File: src/rtl/vmm_pkg.sv
// Shared types and constants for the word serializer and its FIFO.
package vmm_pkg;

  localparam int WORD_W = 32;

  // Serializer FSM states.
  typedef enum logic [1:0] {
    ST_IDLE  = 2'd0,
    ST_SHIFT = 2'd1,
    ST_GAP   = 2'd2
  } ser_state_t;

endpackage

File: src/rtl/sync_word_fifo.sv
// Single-clock word FIFO with a registered head-of-queue output.
// dout_o always holds the oldest stored word, so a consumer can pop and
// use the data on the same edge.
module sync_word_fifo #(
  parameter int WIDTH = 32,
  parameter int DEPTH = 4
) (
  input  logic                     clk,
  input  logic                     rst_n,
  input  logic                     push_i,
  input  logic [WIDTH-1:0]         din_i,
  input  logic                     pop_i,
  output logic [WIDTH-1:0]         dout_o,
  output logic                     full_o,
  output logic                     empty_o,
  output logic [$clog2(DEPTH):0]   count_o
);

  localparam int AW = $clog2(DEPTH);

  logic [WIDTH-1:0] mem [DEPTH];
  logic [AW:0]      wr_ptr_q, rd_ptr_q;
  logic [AW:0]      count_q, count_d;
  logic [WIDTH-1:0] dout_q;
  logic [AW-1:0]    rd_nxt_idx;
  logic             push_ok, pop_ok;

  // The extra pointer MSB distinguishes a full FIFO from an empty one.
  assign empty_o    = (wr_ptr_q == rd_ptr_q);
  assign full_o     = (wr_ptr_q[AW] != rd_ptr_q[AW]) &&
                      (wr_ptr_q[AW-1:0] == rd_ptr_q[AW-1:0]);
  assign push_ok    = push_i && !full_o;
  assign pop_ok     = pop_i && !empty_o;
  assign rd_nxt_idx = rd_ptr_q[AW-1:0] + AW'(1);
  assign dout_o     = dout_q;
  assign count_o    = count_q;

  // Occupancy: a simultaneous push and pop leaves it unchanged.
  always_comb begin
    count_d = count_q;
    if (push_ok && !pop_ok)
      count_d = count_q + (AW+1)'(1);
    else if (pop_ok && !push_ok)
      count_d = count_q - (AW+1)'(1);
  end

  // Storage array; no reset so it maps onto plain RAM.
  always_ff @(posedge clk) begin
    if (push_ok)
      mem[wr_ptr_q[AW-1:0]] <= din_i;
  end

  // Pointers, count and the registered head word.
  always_ff @(posedge clk or negedge rst_n) begin
    if (!rst_n) begin
      wr_ptr_q <= '0;
      rd_ptr_q <= '0;
      count_q  <= '0;
      dout_q   <= '0;
    end else begin
      count_q <= count_d;
      if (push_ok)
        wr_ptr_q <= wr_ptr_q + (AW+1)'(1);
      if (pop_ok) begin
        rd_ptr_q <= rd_ptr_q + (AW+1)'(1);
        // Next head comes from RAM, or straight from din when the only
        // remaining entry is the one being written this cycle.
        if (count_q > (AW+1)'(1))
          dout_q <= mem[rd_nxt_idx];
        else if (push_ok)
          dout_q <= din_i;
      end else if (push_ok && empty_o) begin
        dout_q <= din_i;
      end
    end
  end

endmodule

File: src/rtl/piso_word_serializer.sv
// Parallel-in serial-out word serializer feeding a SIPO deserializer.
// Words are queued in a FIFO, then shifted out LSB first while 'start'
// is high for exactly WIDTH cycles, followed by GAP+1 low cycles.
module piso_word_serializer
  import vmm_pkg::*;
#(
  parameter int WIDTH      = WORD_W,
  parameter int FIFO_DEPTH = 4,
  parameter int GAP        = 1
) (
  input  logic                          clk,
  input  logic                          rst_n,
  input  logic [WIDTH-1:0]              in_data,
  input  logic                          in_valid,
  output logic                          in_ready,
  output logic                          so,
  output logic                          start,
  output logic                          busy,
  output logic                          word_done,
  output logic [$clog2(FIFO_DEPTH):0]   fifo_count
);

  localparam int BW = $clog2(WIDTH) + 1;
  localparam int GW = (GAP > 1) ? $clog2(GAP + 1) : 1;

  ser_state_t       state_q;
  logic [WIDTH-2:0] shreg_q;      // bits not yet driven; next bit at [0]
  logic [BW-1:0]    bitcnt_q;
  logic [GW-1:0]    gapcnt_q;
  logic             so_q, start_q, done_q;

  logic [WIDTH-1:0] fifo_dout;
  logic             fifo_full, fifo_empty, fifo_pop;

  assign in_ready  = !fifo_full;
  assign fifo_pop  = (state_q == ST_IDLE) && !fifo_empty;
  assign busy      = (state_q != ST_IDLE) || !fifo_empty;
  assign so        = so_q;
  assign start     = start_q;
  assign word_done = done_q;

  sync_word_fifo #(
    .WIDTH (WIDTH),
    .DEPTH (FIFO_DEPTH)
  ) u_fifo (
    .clk     (clk),
    .rst_n   (rst_n),
    .push_i  (in_valid && in_ready),
    .din_i   (in_data),
    .pop_i   (fifo_pop),
    .dout_o  (fifo_dout),
    .full_o  (fifo_full),
    .empty_o (fifo_empty),
    .count_o (fifo_count)
  );

  // Serializer FSM: load a word, shift it out, then hold start low for GAP.
  always_ff @(posedge clk or negedge rst_n) begin
    if (!rst_n) begin
      state_q  <= ST_IDLE;
      shreg_q  <= '0;
      bitcnt_q <= '0;
      gapcnt_q <= '0;
      so_q     <= 1'b0;
      start_q  <= 1'b0;
      done_q   <= 1'b0;
    end else begin
      done_q <= 1'b0;
      unique case (state_q)
        ST_IDLE: begin
          if (!fifo_empty) begin
            shreg_q  <= fifo_dout[WIDTH-1:1];
            so_q     <= fifo_dout[0];
            start_q  <= 1'b1;
            bitcnt_q <= BW'(1);
            state_q  <= ST_SHIFT;
          end
        end
        ST_SHIFT: begin
          if (bitcnt_q == BW'(WIDTH)) begin
            // Last bit has been on 'so' for a full cycle: close the frame.
            start_q  <= 1'b0;
            so_q     <= 1'b0;
            done_q   <= 1'b1;
            gapcnt_q <= GW'(1);
            state_q  <= ST_GAP;
          end else begin
            so_q     <= shreg_q[0];
            shreg_q  <= shreg_q >> 1;
            bitcnt_q <= bitcnt_q + BW'(1);
          end
        end
        ST_GAP: begin
          if (gapcnt_q == GW'(GAP))
            state_q <= ST_IDLE;
          else
            gapcnt_q <= gapcnt_q + GW'(1);
        end
        default: state_q <= ST_IDLE;
      endcase
    end
  end

endmodule

File: config.mk
export PLATFORM = sky130hd
export DESIGN_NAME = piso_word_serializer
export DESIGN_NICKNAME = d
export VERILOG_FILES = /design/src/rtl/vmm_pkg.sv /design/src/rtl/sync_word_fifo.sv /design/src/rtl/piso_word_serializer.sv
export SDC_FILE = /design/constraint.sdc
export NUM_CORES = 1
export LEC_CHECK = 0
export CAP_MARGIN = 20
export CORE_MARGIN = 5
export CORE_UTILIZATION = 40
export CTS_BUF_LIST = sky130_fd_sc_hd__clkbuf_16
export CTS_CLUSTER_DIAMETER = 150
export CTS_CLUSTER_SIZE = 30
export DETAILED_ROUTE_END_ITERATION = 10
export PLACE_DENSITY = 0.68
export SETUP_SLACK_MARGIN = 0.1
export SYNTH_ARGS = -nofsm -noshare
export SYNTH_HDL_FRONTEND = slang
export SYNTH_SLANG_ARGS = --single-unit
File: constraint.sdc
create_clock -name clk -period 5.1 [get_ports clk]
set_input_delay 1.53 -clock clk [delete_from_list [all_inputs] [get_ports clk]]
set_output_delay 1.53 -clock clk [all_outputs]
set_load 0.01 [all_outputs]
==> flow_metrics.tcl, run 1 <==
set metrics [dict create \
    final_nets 676 \
    cts_tree "built" \
    endpoint "in_ready" \
    clockBufferDepth 3 \
    nFillCells 1901 \
    fin_crit_ns 3.65 \
    clk_pin_slew_ns 0.12 \
    num_rows 54 \
    wl_per_cell_um 17.7 \
    power_switching_w 0.00177 \
    critical_path_peak_fanout 6 \
    seq_area_sq_um 5950 \
    pwr-share-clk_pct 17.4 \
    hold_viol_final 0 \
    vias_per_cell 5.24 \
    crit_required_ns 3.57 \
    die_w_um 157 \
    timing_worst_setup_path_type "reg2out" \
    fmax_mhz 274 \
    busiest_layer "met2" \
    num_vias 4796 \
    start_kind "flop" \
    gp_congestion 0.774 \
    rsz0062_at_grt "false" \
    place_hpwl_um 9860 \
    initial_core_util_pct 40.2 \
    slew_violations 0 \
    n_antenna_cell 0 \
    die-area_sq_um 24800 \
    async_reset_ff_share_pct 39.6 \
    swShare_pct 33.0 \
    cp.arrival_ns 2.12 \
    clk_root_buffer_cell "clkbuf_16" \
    max-vdd-ir-drop_mv 0.339 \
    io_pins 43 \
    min_path_type "reg2reg" \
    combPwrFrac_pct 34.0 \
    drt-initial-drc-count 311 \
    finalCritPeriodShare_pct 71.5 \
    synthMostInstantiatedCell "edfxtp_1" \
    drc_errors 0 \
    grt_max_degree 64 \
    fin_worst_skew_ns 0.0419 \
    use_met3_pct 1.57 \
    fin_ws_ns 1.45 \
    ys_warn_count 0 \
    core_sq_um 21600 \
    maxCapViolCount 0 \
    grt_pass1_vias 4998 \
    ys_seq_elements 212 \
    worst-slew-pin-transition_ns 1.00 \
    relSlewSlack_pct 33.3 \
    cts_sinks 212 \
    cts_setup_buffers 0 \
    grtUsageMet1_pct 18.8 \
    setup_tns_ns 0 \
    crit_start "u_fifo.wr_ptr_q[1]" \
    synth_common_cells "edfxtp_1, dfrtp_1, nand2_1" \
    reg2reg_setup_slack_ns 2.24 \
    multi_input_comb_area_sq_um 2540 \
    syn-cell-area_sq_um 8690 \
    r2r-end "u_fifo.dout_o[24]" \
    p_leak_nw 3.75 \
    port_buffers 42 \
    status "finished clean" \
    cts_hold_buffers 0 \
    gr-usage-met2_pct 22.8 \
    grtUsageTotal_pct 13.3 \
    area_delta_synth_final_pct 11.7 \
    clk_latency_ns 0.46 \
    numCtsBuffers 11 \
    syn_area_per_cell_sq_um 14.5 \
    ant_nets 0 \
    grt_pass1_wl_um 26700 \
    drive_gt1_share_pct 10.4 \
    pwr-share-seq_pct 48.6 \
    worstSetupEndpointType "output port" \
    wl_um 16200 \
    grt-ovfl-total 0 \
    antenna_found_initial 0 \
    yosys.area.top_type_share_pct 44.2 \
    synth_edf_count 128 \
    synth_area_leader_cell "edfxtp_1" \
    reg2reg_from "u_fifo.rd_ptr_q[0]" \
    syn_nets 643 \
    synth.distinct_cells 42 \
    postSynthCellCount 598 \
    setup_viol 0 \
    h-tree-depth 1 \
    dp_slack_ns 1.41 \
    internal-power_w 0.00359 \
    yosys_most_used_dff "edfxtp_1" \
    pwr_density_cell_nw_per_um2 553 \
    synth-seq-area-share_pct 68.4 \
    dr.pass1.iters 6 \
    die_h_um 157 \
    p_total_w 0.00536 \
    cts_resized 0 \
    ys_top_cells_by_area "edfxtp_1, dfrtp_1, mux4_2" \
    r2r_cells 7 \
]
[state kept, by name, indices dropped and copies added (netlist names)]
| signal | flops |
|---|---|
| bitcnt_q | 6 |
| gapcnt_q | 1 |
| shreg_q | 31 |
| so | 1 |
| start | 1 |
| state_q | 2 |
| u_fifo.count_o | 3 |
| u_fifo.dout_o | 32 |
| u_fifo.mem | 128 |
| u_fifo.rd_ptr_q | 3 |
| u_fifo.wr_ptr_q | 3 |
| word_done | 1 |
[worst max-delay path: stages, from the launching register on]
cell and delay (ns):
dfrtp_1 0.46, xor2_1 0.22, nor2_1 0.40, nand2_1 0.09, clkdlybuf4s50_1 0.49
[logic make-up (layout without fill, tap and decap cells)]
logic type	count (synthesis)	in the layout	share of synthesized area, %
compound gates	113	113	7.09
xor+xnor	16	16	1.70
fa+ha+maj	10	10	1.44
buf+inv	43	80	2.49
flops	212	212	68.4
mux	66	66	12.2
simple gates	138	138	6.62
[power groups by stage]
| stage | sequential (W) | combinational, W | clock (W) |
|---|---|---|---|
| after floorplan | 0.00258 | 0.00140 | 0 |
| after global placement | 0.00261 | 0.00178 | 0 |
| after detailed placement | 0.00264 | 0.00186 | 0 |
| after CTS | 0.00261 | 0.00186 | 0.000962 |
| after global routing | 0.00266 | 0.00204 | 0.00102 |
| final | 0.00260 | 0.00182 | 0.000934 |
[cell usage in the layout (no fill, tap or decap), types with 8 or more instances in the layout]
| master | netlist | layout |
|---|---|---|
| mux4_2 | 32 | 32 |
| xor2_1 | 8 | 8 |
| a21oi_1 | 66 | 66 |
| clkdlybuf4s50_1 | 0 | 41 |
| mux2i_1 | 33 | 33 |
| dfrtp_1 | 84 | 83 |
| nor2_1 | 41 | 40 |
| buf_4 | 2 | 12 |
| o21ai_1 | 30 | 30 |
| edfxtp_1 | 128 | 128 |
| inv_1 | 10 | 15 |
| clkbuf_16 | 0 | 11 |
| ha_1 | 10 | 10 |
| nand2_1 | 74 | 74 |
[worst min path at each step]
stage / startpoint / end / slack (ns) / depth (start not counted)
2_1_floorplan: gapcnt_q / state_q[1] / 0.43 / 1
3_3_place_gp: gapcnt_q / gapcnt_q / 0.45 / 1
3_5_place_dp: gapcnt_q / gapcnt_q / 0.45 / 1
4_1_cts: gapcnt_q / gapcnt_q / 0.49 / 1
5_1_grt: gapcnt_q / gapcnt_q / 0.51 / 1
6_report: gapcnt_q / gapcnt_q / 0.48 / 1
[through the flow]
stage	cells	utilization, %	cell area (sq um)	hold WS (ns)
final	915	44.9	9700	0.481
after global routing	915	44.9	9700	0.509
after detailed placement	898	43.4	9380	0.454
after global placement	898	43.4	9380	0.451
after floorplan	598	-	8690	0.426
after CTS	915	44.9	9700	0.485
[layout make-up]
type / instances / area share (%)
Sequential cell: 212 / 61.3
Multi-Input combinational cell: 343 / 26.2
Timing Repair Buffer: 53 / 5.16
Tap cell: 280 / 3.61
Clock buffer: 11 / 2.84
Clock inverter: 6 / 0.503
Inverter: 10 / 0.387
[metal layers]
layer  share of wire [%]  vias to the layer above
li1                    -                     2239
met1                  44                     2452
met2                  50                       91
met3                 4.0                       14
met4                 1.2                        0
met5                   0                        -
Note: power is estimated with default switching activity, not from simulation.
==> run 2: changes to the inputs <==
- PLACE_DENSITY: 0.68 -> 0.7
- clock period: 5.1 -> 3.25 ns (I/O delays scaled with it)
==> run 2 against run 1 <==
Against the previous run:
- via count about the same
- wire length up 2.4%
- global-route usage up 0.31 points
- critical endpoint is now busy
==> flow_metrics.tcl, run 2 (synthesized netlist as in run 1, its figures left out) <==
set metrics [dict create \
    ant_nets 0 \
    p_leak_nw 3.81 \
    finalCritPeriodShare_pct 94.8 \
    num_vias 4792 \
    setup_tns_ns 0 \
    drt-initial-drc-count 262 \
    dp.cells 901 \
    setup_viol 0 \
    layout_common_cells "edfxtp_1, dfrtp_1, nand2_1" \
    crit_chain "xor2_1 -> nor3_2 -> nand2_1 -> clkdlybuf4s50_1" \
    place_hpwl_um 10400 \
    worst-slew-pin-transition_ns 0.790 \
    grt_max_degree 85 \
    fmax_mhz 325 \
    final_common_cell "edfxtp_1" \
    cts_tree "built" \
    maxCapViolCount 0 \
    h-tree-depth 1 \
    min_path_type "in2async" \
    grt-ovfl-total 0 \
    area_delta_synth_final_pct 13.2 \
    drive_gt1_share_pct 11.1 \
    clk_pin_slew_ns 0.12 \
    antenna_found_initial 0 \
    clockBufferDepth 3 \
    n_antenna_cell 0 \
    fin_ws_ns 0.171 \
    drc_errors 0 \
    grt_pass1_vias 5068 \
    initial_core_util_pct 40.2 \
    dr.pass1.iters 4 \
    timing_worst_setup_path_type "reg2out" \
    final_nets 680 \
    final_cells 919 \
    relSlewSlack_pct 47.2 \
    io_pins 43 \
    core_sq_um 21600 \
    combPwrFrac_pct 35.0 \
    port_buffers 42 \
    internal-power_w 0.00571 \
    status "finished clean" \
    wl_per_cell_um 18.1 \
    num_rows 54 \
    gp_congestion 0.763 \
    cts_setup_buffers 0 \
    pwr-share-seq_pct 48.0 \
    grt_pass1_wl_um 27200 \
    placed_cell_area_sq_um 9480 \
    hold_slack_ns 0.349 \
    die_h_um 157 \
    die_w_um 157 \
    clk_latency_ns 0.47 \
    die-area_sq_um 24800 \
    crit_buf_inv 1 \
    hold_viol_final 0 \
    max-vdd-ir-drop_mv 0.336 \
    power_switching_w 0.00281 \
    cp_slowest_stage_delay_ns 0.51 \
    cp.arrival_ns 2.10 \
    vias_per_cell 5.21 \
    crit_required_ns 2.27 \
    fin_crit_ns 3.08 \
    swShare_pct 33.0 \
    dp_slack_ns 0.378 \
    cpLargestDelayFamily "buffers and inverters" \
    cp_slowest_cell "clkdlybuf4s50_1" \
    fin_worst_skew_ns 0.0456 \
    critical_path_peak_fanout 5 \
    slew_violations 0 \
    grtUsageTotal_pct 13.7 \
    start_kind "flop" \
    nFillCells 1889 \
    pwr-share-clk_pct 17.0 \
    worstSetupEndpointType "output port" \
    clk_root_buffer_cell "clkbuf_16" \
    wl_um 16600 \
    rsz0062_at_grt "true" \
    largest_register_ffs 128 \
    design_area_sq_um 9830 \
    pwr_density_cell_nw_per_um2 866 \
    cts_sinks 212 \
    numCtsBuffers 11 \
]
## run 2: cell count changes in the layout (fill, tap and decap cells not counted), sizes merged
cell / change
buf: +4
## run 2: metrics by stage
stage	power [W]	utilization (%)
after global placement	0.00698	43.8
after floorplan	0.00625	-
after global routing	0.00909	45.5
after detailed placement	0.00717	43.8
after CTS	0.00862	45.3
final	0.00852	45.5
## run 2: per-layer routing
layer | vias up | GRT usage, % | share of wire (%)
li1 | 2252 | - | -
met2 | 99 | 23.3 | 51
met4 | 0 | 2.34 | 1.2
met5 | - | 0 | 0
met1 | 2426 | 19.1 | 43
met3 | 15 | 1.84 | 4.8
## run 2: power groups by stage
stage / Sequential [W] / Combinational (W) / Clock (W)
4_1_cts: 0.00409 / 0.00303 / 0.00150
3_5_place_dp: 0.00415 / 0.00302 / 0
3_3_place_gp: 0.00409 / 0.00288 / 0
6_report: 0.00408 / 0.00298 / 0.00145
2_1_floorplan: 0.00405 / 0.00220 / 0
5_1_grt: 0.00418 / 0.00333 / 0.00159
## run 2: repair_timing
action	in CTS	in global routing
setup endpoints to repair	0	2
hold buffers	0	0
resized for setup	0	1
## run 2: final timing paths
check                              startpoint                end  slack (ns)  cells past startpoint
max in group asynchronous               rst_n         shreg_q[5]        2.30                      2
min reg2reg                          gapcnt_q         state_q[1]        0.47                      1
min in group clk                     gapcnt_q         state_q[1]        0.47                      1
min                                     rst_n  u_fifo.count_o[1]        0.35                      1
max                        u_fifo.wr_ptr_q[1]               busy        0.17                      4
max reg2reg                u_fifo.rd_ptr_q[0]  u_fifo.dout_o[27]        0.70                      6
## run 2: layout make-up
cell class	instances	area, sq um	share of cell area, %
clock inverters	6	48.8	0.496
repair buffers	57	638	6.49
clock buffers	11	275	2.80
well taps	280	350	3.56
inverters	10	37.5	0.382
flip-flops and latches	212	5950	60.5
multi-input cells	343	2540	25.8
